### config.mk
export PLATFORM = sky130hd
export DESIGN_NAME = sort_result_serializer_flat
export DESIGN_NICKNAME = d
export VERILOG_FILES = /design/src/rtl/sort_pkg.sv /design/src/rtl/sort_result_serializer_if.sv /design/src/rtl/sort_result_serializer_order_checker.sv /design/src/rtl/sort_result_serializer.sv /design/src/flat_wrapper.sv
export SDC_FILE = /design/constraint.sdc
export NUM_CORES = 1
export LEC_CHECK = 0
export CAP_MARGIN = 30
export CORE_ASPECT_RATIO = 0.75
export CORE_MARGIN = 1.5
export CORE_UTILIZATION = 30
export CTS_BUF_LIST = sky130_fd_sc_hd__clkbuf_8
export CTS_CLUSTER_DIAMETER = 60
export DETAILED_ROUTE_END_ITERATION = 8
export PLACE_DENSITY = 0.6
export SYNTH_ARGS = -nofsm -noshare
export SYNTH_HDL_FRONTEND = slang
export SYNTH_SLANG_ARGS = --single-unit
export TNS_END_PERCENT = 1
### constraint.sdc
create_clock -name clk -period 4.1 [get_ports clk]
set_input_delay 0.41 -clock clk [delete_from_list [all_inputs] [get_ports clk]]
set_output_delay 0.41 -clock clk [all_outputs]
set_load 0.03 [all_outputs]
### src/rtl/sort_pkg.sv
// Shared definitions for the sorter and its result serializer: default sizes,
// the serializer state encoding and an element-extraction helper.
package sort_pkg;

    localparam int SORT_W        = 8;
    localparam int SORT_N        = 4;
    // Widest packed vector elem() can slice; N*W must not exceed this.
    localparam int SORT_MAX_BITS = 1024;

    typedef enum logic {
        IDLE = 1'b0,
        SEND = 1'b1
    } state_t;

    // Returns element i of a packed vector in the low bits; callers truncate to w.
    function automatic logic [SORT_MAX_BITS-1:0] elem(
        input logic [SORT_MAX_BITS-1:0] vec,
        input int unsigned              i,
        input int unsigned              w = SORT_W
    );
        return vec >> (i * w);
    endfunction

endpackage

### src/rtl/sort_result_serializer_if.sv
// Load/stream bundle between a sorter, the result serializer and a downstream
// consumer. The master modport is the serializer side.
interface sort_result_serializer_if #(
    parameter int N = sort_pkg::SORT_N,
    parameter int W = sort_pkg::SORT_W
) ();
    import sort_pkg::*;

    logic           load;
    logic [N*W-1:0] data_in;
    logic           busy;
    // Stream handshake: an element transfers on every rising clk edge where
    // m_valid and m_ready are both high; while m_valid=1 and m_ready=0 the
    // master holds m_valid, m_data and m_last unchanged, and m_valid never
    // waits on m_ready.
    logic           m_valid;
    logic           m_ready;
    logic [W-1:0]   m_data;
    logic           m_last;
    logic           done;
    logic           order_err;
    state_t         state;

    modport master (
        input  load, data_in, m_ready,
        output busy, m_valid, m_data, m_last, done, order_err, state
    );

    modport slave (
        output load, data_in, m_ready,
        input  busy, m_valid, m_data, m_last, done, order_err, state
    );

endinterface

### src/rtl/sort_result_serializer_order_checker.sv
// Ascending-order monitor for the serialized stream; only built when
// SORT_RESULT_SERIALIZER_CHECK_EN is defined.
`ifdef SORT_RESULT_SERIALIZER_CHECK_EN
module order_checker
    import sort_pkg::*;
#(
    parameter int W = SORT_W
) (
    input  logic         clk,
    input  logic         rst_n,
    input  logic         clear,
    input  logic         hs,
    input  logic         first,
    input  logic [W-1:0] elem_data,
    output logic         order_err
);

    logic [W-1:0] prev_q;
    logic         err_q;

    always_ff @(posedge clk or negedge rst_n) begin
        if (!rst_n) begin
            prev_q <= '0;
            err_q  <= 1'b0;
        end else begin
            if (clear) begin
                err_q <= 1'b0;
            end else if (hs && !first && (elem_data < prev_q)) begin
                err_q <= 1'b1;
            end
            if (hs) begin
                prev_q <= elem_data;
            end
        end
    end

    assign order_err = err_q;

endmodule
`endif

### src/rtl/sort_result_serializer.sv
// Captures a packed N-element sort result on load and streams it out lowest
// index first. Optional order checking: SORT_RESULT_SERIALIZER_CHECK_EN.
module sort_result_serializer
    import sort_pkg::*;
#(
    parameter int N = SORT_N,
    parameter int W = SORT_W
) (
    input logic                     clk,
    input logic                     rst_n,
    sort_result_serializer_if.master bus
);

    localparam int              IDXW     = $clog2(N);
    localparam int              NW       = N * W;
    localparam logic [IDXW-1:0] LAST_IDX = IDXW'(N - 1);

    state_t          state_q, state_d;
    logic [IDXW-1:0] idx_q, idx_d, idx_inc;
    logic [NW-1:0]   cap_q, cap_d;
    logic            valid_q, valid_d;
    logic [W-1:0]    data_q, data_d;
    logic            last_q, last_d;
    logic            done_q, done_d;
    logic            hs;
    logic            err;

    function automatic logic [W-1:0] pick(
        input logic [NW-1:0]   vec,
        input logic [IDXW-1:0] i
    );
        return W'(elem(SORT_MAX_BITS'(vec), 32'(i), W));
    endfunction

    always_ff @(posedge clk or negedge rst_n) begin
        if (!rst_n) begin
            state_q <= IDLE;
            idx_q   <= '0;
            cap_q   <= '0;
            valid_q <= 1'b0;
            data_q  <= '0;
            last_q  <= 1'b0;
            done_q  <= 1'b0;
        end else begin
            state_q <= state_d;
            idx_q   <= idx_d;
            cap_q   <= cap_d;
            valid_q <= valid_d;
            data_q  <= data_d;
            last_q  <= last_d;
            done_q  <= done_d;
        end
    end

    // Next element is preloaded on each handshake so the stream has no bubbles.
    always_comb begin
        state_d = state_q;
        idx_d   = idx_q;
        cap_d   = cap_q;
        valid_d = valid_q;
        data_d  = data_q;
        last_d  = last_q;
        done_d  = 1'b0;
        idx_inc = idx_q + IDXW'(1);
        hs      = valid_q & bus.m_ready;
        case (state_q)
            IDLE: begin
                if (bus.load) begin
                    cap_d   = bus.data_in;
                    idx_d   = '0;
                    state_d = SEND;
                    valid_d = 1'b1;
                    data_d  = pick(bus.data_in, '0);
                    last_d  = 1'b0;
                end
            end
            SEND: begin
                if (hs) begin
                    if (idx_q == LAST_IDX) begin
                        state_d = IDLE;
                        valid_d = 1'b0;
                        last_d  = 1'b0;
                        done_d  = 1'b1;
                    end else begin
                        idx_d  = idx_inc;
                        data_d = pick(cap_q, idx_inc);
                        last_d = (idx_inc == LAST_IDX);
                    end
                end
            end
            default: state_d = IDLE;
        endcase
    end

`ifdef SORT_RESULT_SERIALIZER_CHECK_EN
    order_checker #(.W(W)) u_order_checker (
        .clk       (clk),
        .rst_n     (rst_n),
        .clear     ((state_q == IDLE) && bus.load),
        .hs        (hs),
        .first     (idx_q == '0),
        .elem_data (data_q),
        .order_err (err)
    );
`else
    assign err = 1'b0;
`endif

    assign bus.busy      = (state_q == SEND);
    assign bus.m_valid   = valid_q;
    assign bus.m_data    = data_q;
    assign bus.m_last    = last_q;
    assign bus.done      = done_q;
    assign bus.order_err = err;
    assign bus.state     = state_q;

`ifndef SYNTHESIS
    a_stall_hold: assert property (@(posedge clk) disable iff (!rst_n)
        (valid_q && !bus.m_ready) |=> (valid_q && $stable(data_q) && $stable(last_q)));
    a_busy_valid: assert property (@(posedge clk) disable iff (!rst_n)
        (bus.busy == valid_q));
`endif

endmodule

### src/flat_wrapper.sv
// flat-port wrapper written by rule: the top's interface ports become plain ports
module sort_result_serializer_flat import sort_pkg::*;
#(
    parameter int N = SORT_N,
    parameter int W = SORT_W
)
  (clk, rst_n, bus_load, bus_data_in, bus_m_ready, bus_busy, bus_m_valid, bus_m_data, bus_m_last, bus_done, bus_order_err, bus_state);
  sort_result_serializer_if #(.N(N), .W(W)) bus_i ();
  input logic clk;
  input logic rst_n;
  input wire logic [$bits(bus_i.load)-1:0] bus_load;
  input wire logic [$bits(bus_i.data_in)-1:0] bus_data_in;
  input wire logic [$bits(bus_i.m_ready)-1:0] bus_m_ready;
  output wire logic [$bits(bus_i.busy)-1:0] bus_busy;
  output wire logic [$bits(bus_i.m_valid)-1:0] bus_m_valid;
  output wire logic [$bits(bus_i.m_data)-1:0] bus_m_data;
  output wire logic [$bits(bus_i.m_last)-1:0] bus_m_last;
  output wire logic [$bits(bus_i.done)-1:0] bus_done;
  output wire logic [$bits(bus_i.order_err)-1:0] bus_order_err;
  output wire logic [$bits(bus_i.state)-1:0] bus_state;
  assign bus_i.load = bus_load;
  assign bus_i.data_in = bus_data_in;
  assign bus_i.m_ready = bus_m_ready;
  assign bus_busy = bus_i.busy;
  assign bus_m_valid = bus_i.m_valid;
  assign bus_m_data = bus_i.m_data;
  assign bus_m_last = bus_i.m_last;
  assign bus_done = bus_i.done;
  assign bus_order_err = bus_i.order_err;
  assign bus_state = bus_i.state;
  sort_result_serializer #(.N(N), .W(W)) u_core (.clk(clk), .rst_n(rst_n), .bus(bus_i));
endmodule
; ---- Yosys cells after proc, flatten, opt, wreduce, memory -nomap -nowiden
; Cells that the tools add are included.
[classes]
n_reduce_logical = 4
eq_ne = 6
n_shift = 1
add_sub_neg = 1
bitwise = 2
muxes = 23
[ops]
columns = cell, n
row1 = $shr 32x5->8, 1
row2 = $mux 8, 3
row3 = $pmux 8 s2, 1
row4 = $mux 1, 12
row5 = $ne 2x2->1 const B, 4
row6 = $mux 2, 3
row7 = $pmux 1 s2, 3
row8 = $reduce_and 3->1, 2
row9 = $eq 2x2->1 const B, 2
row10 = $pmux 2 s2, 1
row11 = $reduce_and 2->1, 2
row12 = $add 2x1->2 const B, 1
row13 = $and 1x1->1, 1
row14 = $not 1->1, 1
[totals]
output_inout_bits = 14
elab_cells = 44
input_bits = 36
reg_bits = 46

; ---- Longest topological paths before layout
[depth]
word_depth = 5
depth_mapped = 7

; ---- Least setup slack after synthesis
; No wires, ideal clock.
[synth_timing]
kind = flip-flop to flip-flop
from = register u_core.idx_q[0]
to = register u_core.data_q[0] (netlist: u_core.bus.m_data[0])
required_time_ps = 3974
slack_ps = 2150
path_stages_with_launch = 8
arrival_time_ps = 1824
n_path_buf = 2
path_cell_list = dfrtp_1 > buf_6 > inv_1 > ha_1 > buf_1 > mux4_2 > and2_0 > a221o_1
[synth_via]
elab_chain_cells = 5
word_cells_on_any_way = 8
classes_between = 1 x add/sub / 2 x eq/ne / 1 x shift / 3 x mux / 1 x reduce/logical
[synth_rtl]
columns = element, line_no
row1 = start: declaration, sort_result_serializer.sv:19  ; logic [IDXW-1:0] idx_q, idx_d, idx_inc;
row2 = start signal: assignment, sort_result_serializer.sv:46  ; idx_q <= idx_d;
row3 = $add 2x1->2, sort_result_serializer.sv:64  ; idx_inc = idx_q + IDXW'(1);
row4 = $shr 32x5->8, sort_pkg.sv:21  ; return vec >> (i * w);
row5 = $mux 8, sort_result_serializer.sv:79  ; if (idx_q == LAST_IDX) begin
row6 = $mux 8, sort_result_serializer.sv:78  ; if (hs) begin
row7 = $pmux 8 s2, sort_result_serializer.sv:66  ; case (state_q)
row8 = end signal: assignment, sort_result_serializer.sv:49  ; data_q <= data_d;
row9 = end: declaration, sort_result_serializer.sv:22  ; logic [W-1:0] data_q, data_d;
; Several ways; a longest one is shown, not always the timed one. The select of a mux whose other input is x is not followed.
; A chain may end at the register's enable or synchronous reset.

; ---- Worst setup path in the final report
[layout_timing]
from = register u_core.idx_q[0]
to = register u_core.data_q[5] (netlist: u_core.bus.m_data[5])
; The elaborated chain is that of the path after synthesis.

==> impl_metrics.yaml <==
run_status:
  status: "finished clean"
setup_path:
  critPathKind: "reg -> reg"
  required_ns: 4.27
  reg2reg_to: "u_core.bus.m_data[5]"
  crit_fanout: 11
  rrSetupSlack_ns: 1.83
  arrival_ns: 2.45
  crit_end: "u_core.bus.m_data[5]"
  reg2reg_depth: 5
  end_kind: "flop"
  startpoint_type: "flop"
  cp_slowest_stage_delay_ns: 0.72
  startpoint: "u_core.idx_q[0]"
  worstReg2RegStart: "u_core.idx_q[0]"
  critPathSlowestCell: "dfrtp_1"
  path_cells: "inv_1, ha_1, mux4_2, and2_0, a221o_1"
synth:
  synth_enable_flop_cells: 0
  synthTopCellsByCount: "46 x dfrtp_1, 34 x mux2_2, 8 x a221o_1, 8 x and2_0, 8 x mux4_2"
  yosys.cell_types.count: 22
  avgSynthCellArea_sq_um: 15.4
  synth_top_cell_area_share_pct: 57.2
  synth.largest_area_cell: "dfrtp_1"
  synthTopCellsByArea: "dfrtp_1 57%, mux2_2 19%, mux4_2 9.0%"
  synthArstFlopShare_pct: 100
  ys.flop_type: "dfrtp_1"
  synth_warnings: 0
  syn-cell-area_sq_mm: 0.00201
  ys_ff_latch: 46
  seq_area_frac_synth_pct: 57.2
  yosysMostFrequentCell: "dfrtp_1"
  synth_nets: 169
  syn_inst: 131
clocking:
  cts_resized: 0
  cts_tree: "built"
  clockBufferDepth: 2
  cts_setup_buffers: 0
  clk_pin_slew_ns: 0.08
  cts_buffers: 5
  clkLatencyLatePin_ns: 0.29
  htreeDepth: 2
  cts-root-buf: "clkbuf_8"
  numClockSinks: 46
pwr:
  peakVddDrop_v: 0.000251
  total_leakage_power_nw: 1.12
  power_per_cell_area_mw_per_mm2: 717
grt:
  grt_util_met1_pct: 17.3
  met2_usage_pct: 18.8
  grt_use_met3_pct: 3.90
  grt_pass1_vias: 1321
  grt_max_degree: 47
  track_usage_pct: 12.2
  grt_pass1_wl_mm: 6.82
  grt.overflow.total: 0
  grt_busiest_layer: "met2"
  antenna_found_initial: 0
cells_and_area:
  final_cells: 261
  fin_nets: 217
  final_core_util_pct: 41.8
  drive_gt1_share_pct: 30.0
  diodes: 0
  area_delta_synth_final_pct: 32.6
  fill_cells: 594
route:
  viasPerCell: 4.69
  dr.pass1.iters: 4
  final_antenna_net_count: 0
  routed_wirelength_mm: 4.01
  via_count: 1224
  wl_per_cell_microns: 15.4
  dr.first_iter.drc_count: 49
  drc: 0
placement:
  io_buffers: 48
  dp.cells: 251
  dp_hpwl_mm: 2.89
  gp_congestion: 0.713
die:
  initial_core_util_pct: 31.5
  num_rows: 25
  core_sq_mm: 0.00638
  die_height_microns: 73.9
  die_area_sq_mm: 0.00721
  die-width_microns: 97.6
  io_pins: 50
timing:
  setup_viol: 0
  worstMarginPinSlew_ns: 0.765
  rsz0062_at_grt: "no"
  slew_headroom_pct: 48.9
  hold_viol: 0
  fin_hold_ws_ns: 0.479
  fin_crit_sh_pct: 55.5
  clock.fmax_mhz: 440
  slew_viol_final: 0
  skew_ns: 0.00433
  fin_crit_ns: 2.27
  tns_ns: 0
min_path:
  hold_path_class: "in -> async"
job:
  drv_cap: 0
## metal layers
| layer | share of wire, % | routed length, microns |
|---|---|---|
| met4 | 0 | 0 |
| met3 | 4.5 | 179 |
| met5 | 0 | 0 |
| met2 | 44 | 1770 |
| met1 | 51 | 2060 |
## state kept, by name, indices dropped and copies added, names as in the netlist
signal and flops:
u_core.bus.busy 1, u_core.bus.done 1, u_core.bus.m_data 8, u_core.bus.m_last 1, u_core.bus.m_valid 1, u_core.cap_q 32
u_core.idx_q 2
## power by group
part / internal [W] / total [W] / leakage, nW / switching [W]
Sequential: 0.000671 / 0.000826 / 0.560 / 0.000154
Clock: 0.000134 / 0.000274 / 0.0524 / 0.000140
Combinational: 0.000491 / 0.000814 / 0.508 / 0.000324
## critical path: cells and delay by family, from the launching register on
family          cells  cell delay (ns)
mux                 1             0.35
buf+inv             1             0.10
simple gates        1             0.18
flops               1             0.72
compound gates      1             0.26
fa+ha+maj           1             0.54
## placed cells by master (no fill, tap or decap)
master / instances
a21o_1: 1
a221o_1: 8
a22o_1: 1
and2_0: 8
and3b_1: 1
and4b_1: 1
buf_12: 1
buf_2: 1
buf_4: 1
clkbuf_8: 6
clkdlybuf4s50_1: 47
clkinv_2: 1
conb_1: 1
dfrtp_1: 46
dlygate4sd3_1: 1
ha_1: 2
inv_1: 3
mux2_2: 34
mux4_2: 8
nand2_1: 2
nor2_1: 3
nor2_2: 1
nor2b_4: 1
o21bai_1: 1
## worst min-delay path by stage
| stage | startpoint | cells past startpoint | endpoint |
|---|---|---|---|
| after global placement | u_core.cap_q[6] | 1 | u_core.cap_q[6] |
| after CTS | rst_n | 1 | u_core.bus.done |
| after detailed placement | u_core.cap_q[2] | 1 | u_core.cap_q[2] |
| final | rst_n | 2 | u_core.bus.m_valid |
| after global routing | rst_n | 2 | u_core.bus.m_last |
| after floorplan | rst_n | 0 | u_core.bus.busy |
## through the flow
step / total power [W] / worst slack [ns] / cell area, sq um
4_1_cts: 0.00193 / 1.77 / 2640
2_1_floorplan: 0.00140 / 2.15 / 2010
3_5_place_dp: 0.00165 / 1.69 / 2550
3_3_place_gp: 0.00163 / 1.75 / 2550
6_report: 0.00191 / 1.83 / 2670
5_1_grt: 0.00204 / 1.61 / 2670
## cell type report
cell class | count | area [sq um] | share of cell area (%)
Clock buffer | 6 | 82.6 | 3.10
Clock inverter | 2 | 8.76 | 0.328
Inverter | 2 | 7.51 | 0.281
Multi-Input combinational cell | 73 | 803 | 30.1
Sequential cell | 46 | 1150 | 43.2
Tap cell | 81 | 101 | 3.80
Timing Repair Buffer | 51 | 513 | 19.2
## cell families (layout without fill, tap and decap cells)
logic type      Yosys count  count (layout)  synth area share [%]
mux                      42              42                  28.0
simple gates             17              17                  4.98
buf+inv                  12              61                  3.23
compound gates           11              11                  5.16
other cells               1               1                 0.186
fa+ha+maj                 2               2                  1.24
flops                    46              46                  57.2
## repair_timing
action                                  CTS  global route
hold endpoints to repair                  0             4
endpoints found under the setup margin    0             0
hold buffers                              0             1
Note: power is estimated with default switching activity, not from simulation.
